## src/rtl/fma_pkg.sv

```systemverilog
// Shared types and constants for the FMA issue/sequence controller.
package fma_pkg;

  localparam int LANES_DEFAULT = 4;
  localparam int unsigned MAX_CMD_DEFAULT = 2;

  localparam logic [31:0] CMD_FP0  = 32'd0;
  localparam logic [31:0] CMD_FP1  = 32'd1;
  localparam logic [31:0] CMD_INT8 = 32'd2;

  // One pipeline slot: valid bit plus the op attributes that travel with it.
  typedef struct packed {
    logic                     valid;
    logic [31:0]              command;
    logic                     acc_init;
    logic [LANES_DEFAULT-1:0] lane_mask;
  } stage_t;

  // Codes compare as unsigned integers, so anything above max_cmd is illegal.
  function automatic logic cmd_legal(input logic [31:0] command, input int unsigned max_cmd);
    return command <= max_cmd;
  endfunction

endpackage

```

## src/rtl/fma_seq_stage.sv

```systemverilog
// One pipeline register slice: clear beats advance, otherwise hold.
module fma_seq_stage
  import fma_pkg::*;
(
  input  logic   clk,
  input  logic   reset,
  input  logic   clear,
  input  logic   advance,
  input  stage_t load,
  output stage_t stage
);

  stage_t stage_reg;

  always_ff @(posedge clk) begin
    if (reset || clear) begin
      stage_reg <= '0;
    end else if (advance) begin
      stage_reg <= load;
    end
  end

  assign stage = stage_reg;

endmodule

```

## src/rtl/fma_seq.sv

```systemverilog
// Issue/sequence controller for the M/A/D FMA pipe; the whole pipe freezes on result backpressure.
// Optional performance counters are built when FMA_SEQ_PERF_EN is defined.
module fma_seq
  import fma_pkg::*;
#(
  parameter int          LANES   = LANES_DEFAULT,
  parameter int unsigned MAX_CMD = MAX_CMD_DEFAULT
) (
  input  logic             clk,
  input  logic             reset,
  input  logic             req_valid,
  output logic             req_ready,
  input  logic [31:0]      req_command,
  input  logic             req_acc_init,
  input  logic [LANES-1:0] req_lane_mask,
  input  logic             flush,
  output logic             mul_en,
  output logic [31:0]      mul_command,
  output logic             aln_en0,
  output logic [LANES-1:0] aln_en1,
  output logic [31:0]      aln_command,
  output logic             aln_reset,
  output logic             acc_zero,
  output logic             add_en,
  output logic [3:0]       add_sub,
  output logic             res_valid,
  input  logic             res_ready,
  output logic [31:0]      res_command,
  output logic             cmd_err
`ifdef FMA_SEQ_PERF_EN
  ,
  output logic [31:0]      perf_issued,
  output logic [31:0]      perf_stall,
  output logic [31:0]      perf_hazard
`endif
);

  // pipe[0] is the op being issued; pipe[1..3] are stages M, A, D.
  stage_t pipe [4];
  stage_t m_load;

  logic stall;
  logic hazard;
  logic advance;
  logic fire;
  logic legal;
  logic issue;
  logic cmd_err_reg;
  logic aln_reset_reg;
  logic unused_ok;

  assign stall   = pipe[3].valid & ~res_ready;
  // A non-initial op needs the previous result back in D before it enters A.
  assign hazard  = ~req_acc_init & pipe[1].valid & ~stall;
  assign req_ready = ~reset & ~flush & ~stall & ~hazard;
  assign fire    = req_valid & req_ready;
  assign legal   = cmd_legal(req_command, MAX_CMD);
  assign issue   = fire & legal;
  assign advance = ~reset & ~flush & ~stall;

  always_comb begin
    m_load = '0;
    if (issue) begin
      m_load.valid     = 1'b1;
      m_load.command   = req_command;
      m_load.acc_init  = req_acc_init;
      m_load.lane_mask = req_lane_mask;
    end
  end

  assign pipe[0] = m_load;

  generate
    for (genvar gi = 0; gi < 3; gi++) begin : g_stage
      fma_seq_stage u_stage (
        .clk     (clk),
        .reset   (reset),
        .clear   (flush),
        .advance (advance),
        .load    (pipe[gi]),
        .stage   (pipe[gi+1])
      );
    end
  endgenerate

  assign mul_en      = issue;
  assign mul_command = req_command;

  assign aln_en0     = pipe[1].valid & advance;
  assign acc_zero    = aln_en0 & pipe[1].acc_init;
  assign aln_command = pipe[2].command;

  generate
    for (genvar gi = 0; gi < LANES; gi++) begin : g_lane
      assign aln_en1[gi] = aln_en0 & (pipe[1].command == CMD_INT8) & pipe[1].lane_mask[gi];
    end
  endgenerate

  assign add_en      = pipe[2].valid & advance;
  assign add_sub     = 4'b0000;
  assign res_valid   = pipe[3].valid;
  assign res_command = pipe[3].command;

  always_ff @(posedge clk) begin
    if (reset) begin
      cmd_err_reg <= 1'b0;
    end else begin
      cmd_err_reg <= fire & ~legal;
    end
  end

  // Accumulator clear is held through reset and lasts one extra cycle after reset or flush.
  always_ff @(posedge clk) begin
    aln_reset_reg <= reset | flush;
  end

  assign cmd_err   = cmd_err_reg;
  assign aln_reset = reset | aln_reset_reg;

  assign unused_ok = ^{pipe[2].acc_init, pipe[2].lane_mask, pipe[3].acc_init, pipe[3].lane_mask};

`ifdef FMA_SEQ_PERF_EN
  logic [31:0] perf_issued_reg;
  logic [31:0] perf_stall_reg;
  logic [31:0] perf_hazard_reg;

  // Saturating counters; flush leaves them alone.
  always_ff @(posedge clk) begin
    if (reset) begin
      perf_issued_reg <= '0;
      perf_stall_reg  <= '0;
      perf_hazard_reg <= '0;
    end else begin
      if (issue && perf_issued_reg != '1) begin
        perf_issued_reg <= perf_issued_reg + 32'd1;
      end
      if (stall && perf_stall_reg != '1) begin
        perf_stall_reg <= perf_stall_reg + 32'd1;
      end
      if (hazard && req_valid && !flush && perf_hazard_reg != '1) begin
        perf_hazard_reg <= perf_hazard_reg + 32'd1;
      end
    end
  end

  assign perf_issued = perf_issued_reg;
  assign perf_stall  = perf_stall_reg;
  assign perf_hazard = perf_hazard_reg;
`endif

endmodule

```

## config.mk

```make
export PLATFORM = sky130hd
export DESIGN_NAME = fma_seq
export DESIGN_NICKNAME = d
export VERILOG_FILES = /design/src/rtl/fma_pkg.sv /design/src/rtl/fma_seq_stage.sv /design/src/rtl/fma_seq.sv
export SDC_FILE = /design/constraint.sdc
export NUM_CORES = 1
export LEC_CHECK = 0
export ABC_AREA = 1
export BUFFER_PORTS_ARGS = -buffer_cell sky130_fd_sc_hd__clkbuf_2
export CORE_ASPECT_RATIO = 1.4
export CORE_UTILIZATION = 45
export CTS_BUF_LIST = sky130_fd_sc_hd__clkbuf_8
export DETAILED_ROUTE_END_ITERATION = 6
export GPL_TIMING_DRIVEN = 0
export PLACE_DENSITY = 0.72
export SKIP_CTS_REPAIR_TIMING = 1
export SYNTH_ARGS = -nofsm -noshare
export SYNTH_HDL_FRONTEND = slang
export SYNTH_HIERARCHICAL = 1
export SYNTH_SLANG_ARGS = --single-unit
```

## constraint.sdc

```tcl
create_clock -name clk -period 1.5 [get_ports clk]
set_input_delay 0.375 -clock clk [delete_from_list [all_inputs] [get_ports clk]]
set_output_delay 0.375 -clock clk [all_outputs]
set_load 0.005 [all_outputs]
```

==> results.py, run 1 <==
metrics = {
    "die": {
        "ioPinCount": 154,
        "start_util_pct": 46.4,
        "rows": 45,
        "die_w_um": 91.5,
        "die_h_um": 127,
        "coreArea_um2": 10900,
        "die_area_um2": 11600,
    },
    "run": {
        "drv_cap": 0,
    },
    "synthesis": {
        "yosysWarnings": 6,
        "syn_avg_cell_area_um2": 6.29,
        "netlist_area_um2": 5040,
        "syn-instance-count": 802,
    },
    "route": {
        "first_pass_iters": 4,
        "initialDrtViolationCount": 116,
        "routed_wl_um": 12200,
        "drtAntennaViolNets": 0,
        "routedWlPerCell_um": 10.4,
        "drc": 0,
        "vias": 4884,
        "viasPerCell": 4.17,
    },
    "clock_network": {
        "clock_sinks": 106,
        "clk_transition_reported_paths_ns": 0.09,
        "cts_root_buf": "clkbuf_8",
        "htreeDepth": 3,
        "cts_max_path_buffers": 2,
        "cts_tree": "done",
        "worstSkewPairLatency_ns": 0.36,
        "cts_buffers": 9,
    },
    "timing": {
        "final_hold_viol_count": 0,
        "layout_setup_ws_ns": -0.423,
        "fmax_mhz": 520,
        "hold_ws_ns": 0.299,
        "setup_viol": 113,
        "final_max_slew_viol_count": 0,
        "rsz0062_at_grt": "true",
        "fin_skew_ns": 0.00640,
        "timing.final.crit_share_pct": 128,
        "final.setup.tns_ns": -32.79,
        "fin_crit_ns": 1.92,
    },
    "finish": {
        "fill_cells": 917,
        "final_nets": 1067,
        "ff_latch_area_um2": 2130,
        "area_growth_syn_to_layout_pct": 46.8,
        "multi_input_area_um2": 2540,
        "antenna_cells": 0,
        "largest_reg_flops": 104,
        "drive_gt1_share_pct": 39.6,
    },
    "worst_setup_path": {
        "ff2ff_setup_slack_ns": -0.35,
        "cp-endpoint": "mul_en",
        "cp.required_ns": 1.12,
        "crit_path_end_kind": "primary output",
        "crit_fanout": 6,
        "critPathLaunch": "g_stage[2].u_stage/stage[37]$_SDFFE_PP0P_",
        "r2r_cells": 10,
        "critPathLaunchType": "register",
        "worstSetupPathType": "reg -> out",
        "r2r-end": "g_stage[1].u_stage/stage[19]$_SDFFE_PP0P_",
        "rr_startpoint": "g_stage[2].u_stage/stage[37]$_SDFFE_PP0P_",
        "arrival_ns": 1.55,
    },
    "power_and_ir_drop": {
        "p_per_area_nw_per_um2": 792,
        "ir_worst_vdd_v": 0.000373,
        "power.leakage_nw": 3.38,
        "p_sw_share_pct": 26.6,
        "finalPower_mw": 5.86,
        "p_int_mw": 4.30,
        "clockPowerShare_pct": 29.2,
        "power_switching_mw": 1.56,
        "power_frac_seq_pct": 50.8,
        "p_comb_share_pct": 20.0,
    },
    "global_routing": {
        "grt_pass1_vias": 4002,
        "grt.total_usage_pct": 18.0,
        "overflow": 0,
        "grt_max_degree": 17,
        "grt_pass1_wl_um": 17200,
        "grt_antenna_before_repair": 0,
    },
    "placed_design": {
        "io_buffers": 149,
        "dp_slack_ns": -0.418,
        "place_hpwl_um": 8000,
        "gp_congestion": 0.749,
    },
    "hold_path": {
        "worstHoldPathType": "in -> reg",
    },
    "run_status": {
        "violations": "negative setup slack",
        "status": "finished with violations",
    },
}
## critical path: stages (launching register included)
cell and delay, ns:
dfxtp_2 0.36, inv_2 0.05, o21ai_4 0.35, nor2_4 0.08, nand2_2 0.10, inv_4 0.05, nand2_8 0.05, inv_4 0.03
clkbuf_2 0.10
## worst min path at each step
stage | end | startpoint | depth (start not counted)
floorplan | g_stage[0].u_stage/stage[4]$_SDFFE_PP0P_ | g_stage[0].u_stage/stage[4]$_SDFFE_PP0P_ | 2
global placement | g_stage[0].u_stage/stage[1]$_SDFFE_PP0P_ | g_stage[0].u_stage/stage[1]$_SDFFE_PP0P_ | 2
detailed placement | g_stage[2].u_stage/stage[5]$_SDFFE_PP0P_ | g_stage[2].u_stage/stage[5]$_SDFFE_PP0P_ | 2
CTS | cmd_err$_SDFF_PP0_ | req_valid | 3
global route | aln_reset_reg$_DFF_P_ | flush | 3
finish | aln_reset_reg$_DFF_P_ | flush | 3
## power by group through the flow
stage	registers (mW)	clock network [mW]	logic, mW
floorplan	3.02	0	0.561
global placement	3.03	0	0.818
detailed placement	3.03	0	0.826
CTS	2.96	1.78	0.830
global route	3.00	1.89	1.29
finish	2.98	1.71	1.17
## through the flow
stage / util (%) / instance area (µm²) / std cells
after floorplan: - / 5170 / 835
after global placement: 56.0 / 6090 / 1125
after detailed placement: 56.0 / 6090 / 1125
after CTS: 57.8 / 6280 / 1140
after global routing: 68.1 / 7400 / 1170
final: 68.1 / 7400 / 1170
## layout make-up
| class | instances | share of cell area [%] |
|---|---|---|
| buffer | 72 | 9.04 |
| clock buffer | 10 | 1.86 |
| clock inverter | 5 | 0.761 |
| inverter | 122 | 6.30 |
| multi-input combinational | 535 | 34.3 |
| sequential | 106 | 28.7 |
| tap | 141 | 2.38 |
| timing repair buffer | 178 | 16.5 |
| timing repair inverter | 1 | 0.101 |
## per-layer routing
metal  track usage (%)  part of all wire [%]
met5                 0                     0
met4              6.44                   1.6
met3              3.39                   4.4
met2              32.2                    53
met1              21.2                    40
## cell usage in the layout (no fill, tap or decap), types with 2 or more instances in the layout
master,count
clkinvlp_4,5
buf_6,10
buf_4,53
clkbuf_16,12
inv_1,118
buf_8,14
dfxtp_1,101
inv_4,2
dfxtp_2,5
clkbuf_8,10
nor2_2,53
buf_2,9
nand2_4,9
buf_12,4
nor2_4,22
conb_1,34
nand2_2,41
inv_2,2
nand2_1,178
clkbuf_2,147
nor3_2,2
nor3_1,2
nor2_1,188
Note: power is estimated with default switching activity, not from simulation.
==> inputs of run 2 (changes only) <==
--- a/config.mk
+++ b/config.mk
@@ -7,7 +7,7 @@
 export LEC_CHECK = 0
 export ABC_AREA = 1
 export BUFFER_PORTS_ARGS = -buffer_cell sky130_fd_sc_hd__clkbuf_2
-export CORE_ASPECT_RATIO = 1.4
+export CORE_ASPECT_RATIO = 1.2
 export CORE_UTILIZATION = 45
 export CTS_BUF_LIST = sky130_fd_sc_hd__clkbuf_8
 export DETAILED_ROUTE_END_ITERATION = 6
==> run 2 against run 1 <==
  * The run still ends with negative setup slack left
  * Critical endpoint is now aln_en1[2]
  * Critical path type unchanged
  * Routed wire length down 12%
  * Worst hold slack worse by 0.031 ns
  * Die area barely moved
  * Sequential power is essentially flat
==> results.py, run 2 (synthesis gave the netlist of run 1 again) <==
metrics = {
    "clock_network": {
        "cts_max_path_buffers": 2,
        "clk_transition_reported_paths_ns": 0.10,
        "htreeDepth": 3,
        "cts_root_buf": "clkbuf_8",
        "cts_tree": "done",
        "clock_sinks": 106,
        "worstSkewPairLatency_ns": 0.37,
        "cts_buffers": 9,
    },
    "global_routing": {
        "grt_max_degree": 17,
        "grt.total_usage_pct": 19.1,
        "grtUsageMet2_pct": 34.6,
        "grt_antenna_before_repair": 0,
        "grt_pass1_vias": 4113,
        "met1_usage_pct": 21.8,
        "grt_pass1_wl_um": 17700,
        "busiest_layer": "met2",
        "grt_use_met3_pct": 4.04,
        "overflow": 0,
    },
    "power_and_ir_drop": {
        "power_frac_seq_pct": 54.7,
        "clockPowerShare_pct": 28.8,
        "p_int_mw": 3.95,
        "power_switching_mw": 1.47,
        "power.leakage_nw": 3.10,
        "p_sw_share_pct": 27.1,
        "ir_worst_vdd_v": 0.000378,
        "p_per_area_nw_per_um2": 838,
        "p_comb_share_pct": 16.5,
    },
    "worst_setup_path": {
        "r2r_cells": 8,
        "worstPathCellList": "inv_2 -> o21ai_4 -> buf_6 -> nor2_4 -> nand3_4 -> nor3_4 -> buf_2",
        "cp.required_ns": 1.12,
        "critical-path-max-stage-delay_ns": 0.35,
        "arrival_ns": 1.60,
        "crit_path_end_kind": "primary output",
        "critPathLaunchType": "register",
        "worstSetupPathType": "reg -> out",
        "crit_fanout": 4,
        "critPathSlowestCell": "dfxtp_2",
    },
    "die": {
        "die_h_um": 118,
        "die_area_um2": 11600,
        "die_w_um": 98.6,
        "ioPinCount": 154,
        "coreArea_um2": 11000,
        "start_util_pct": 45.9,
        "rows": 42,
    },
    "route": {
        "routedWlPerCell_um": 9.43,
        "viasPerCell": 4.08,
        "routed_wl_um": 10800,
        "drtAntennaViolNets": 0,
        "vias": 4668,
        "drc": 0,
        "first_pass_iters": 4,
        "initialDrtViolationCount": 124,
    },
    "placed_design": {
        "place_area_um2": 6080,
        "io_buffers": 149,
        "place_hpwl_um": 8300,
        "gp_congestion": 0.830,
    },
    "timing": {
        "final_max_slew_viol_count": 0,
        "final_hold_viol_count": 0,
        "final.setup.tns_ns": -14.96,
        "fin_skew_ns": 0.00814,
        "rsz0062_at_grt": "true",
        "fin_crit_ns": 1.98,
        "timing.final.crit_share_pct": 132,
        "setup_viol": 113,
        "fmax_mhz": 506,
        "layout_setup_ws_ns": -0.475,
    },
    "run": {
        "drv_cap": 0,
    },
    "hold_path": {
        "worstHoldPathType": "in -> reg",
        "holdPathStages": 3,
    },
    "finish": {
        "largest_reg_flops": 104,
        "final_nets": 1049,
        "antenna_cells": 0,
        "drive_gt1_share_pct": 28.4,
        "area_growth_syn_to_layout_pct": 28.3,
        "fin_area_um2": 6470,
        "final_cell_mix": "238 x nor2_1, 226 x nand2_1, 146 x clkbuf_2, 121 x inv_1, 104 x dfxtp_1",
        "final_common_cell": "nor2_1",
    },
    "run_status": {
        "violations": "negative setup slack",
        "status": "finished with violations",
    },
}
run 2: layout make-up:
class | instances | area, µm²
inverters | 122 | 462
clock inverters | 6 | 35.0
fillers | 1118 | 4510
flip-flops and latches | 106 | 2120
well taps | 132 | 165
clock buffers | 10 | 138
plain buffers | 72 | 522
multi-input cells | 535 | 2180
repair buffers | 161 | 847
run 2: final timing paths:
check / start / end / slack (ns)
hold reg to reg: g_stage[2].u_stage/stage[19]$_SDFFE_PP0P_ / g_stage[2].u_stage/stage[19]$_SDFFE_PP0P_ / 0.47
setup reg to reg: g_stage[2].u_stage/stage[37]$_SDFFE_PP0P_ / g_stage[1].u_stage/stage[25]$_SDFFE_PP0P_ / -0.16
setup / recovery: g_stage[2].u_stage/stage[37]$_SDFFE_PP0P_ / aln_en1[2] / -0.48
hold / removal: req_valid / cmd_err$_SDFF_PP0_ / 0.27
run 2: through the flow:
| stage | worst slack, ns | util [%] | instances | power [mW] | hold WS [ns] |
|---|---|---|---|---|---|
| finish | -0.475 | 58.9 | 1144 | 5.42 | 0.268 |
| global route | -0.573 | 58.9 | 1144 | 5.71 | 0.260 |
| CTS | -0.522 | 56.9 | 1132 | 5.42 | 0.261 |
| detailed placement | -0.363 | 55.3 | 1116 | 3.86 | 0.462 |
| global placement | -0.360 | 55.3 | 1116 | 3.85 | 0.455 |
| floorplan | 0.111 | - | 835 | 3.58 | 0.441 |
run 2: per-layer routing:
layer	share of wire [%]	vias to the layer above	routed length, µm
met3	5.5	10	597
met5	0	-	0
met4	1.4	0	150
met1	44	1901	4700
met2	50	137	5340
li1	-	2620	-
run 2: power groups by stage:
stage / sequential, mW / clock, mW / combinational, mW
6_report: 2.97 / 1.56 / 0.893
5_1_grt: 2.98 / 1.71 / 1.02
4_1_cts: 2.96 / 1.62 / 0.839
3_5_place_dp: 3.03 / 0 / 0.835
3_3_place_gp: 3.03 / 0 / 0.826
2_1_floorplan: 3.02 / 0 / 0.561
run 2: critical path, delay by kind of cell, from the launching register on:
family	cells	cell delay, ns
buf+inv	3	0.33
simple gates	3	0.47
compound gates	1	0.08
flops	1	0.35
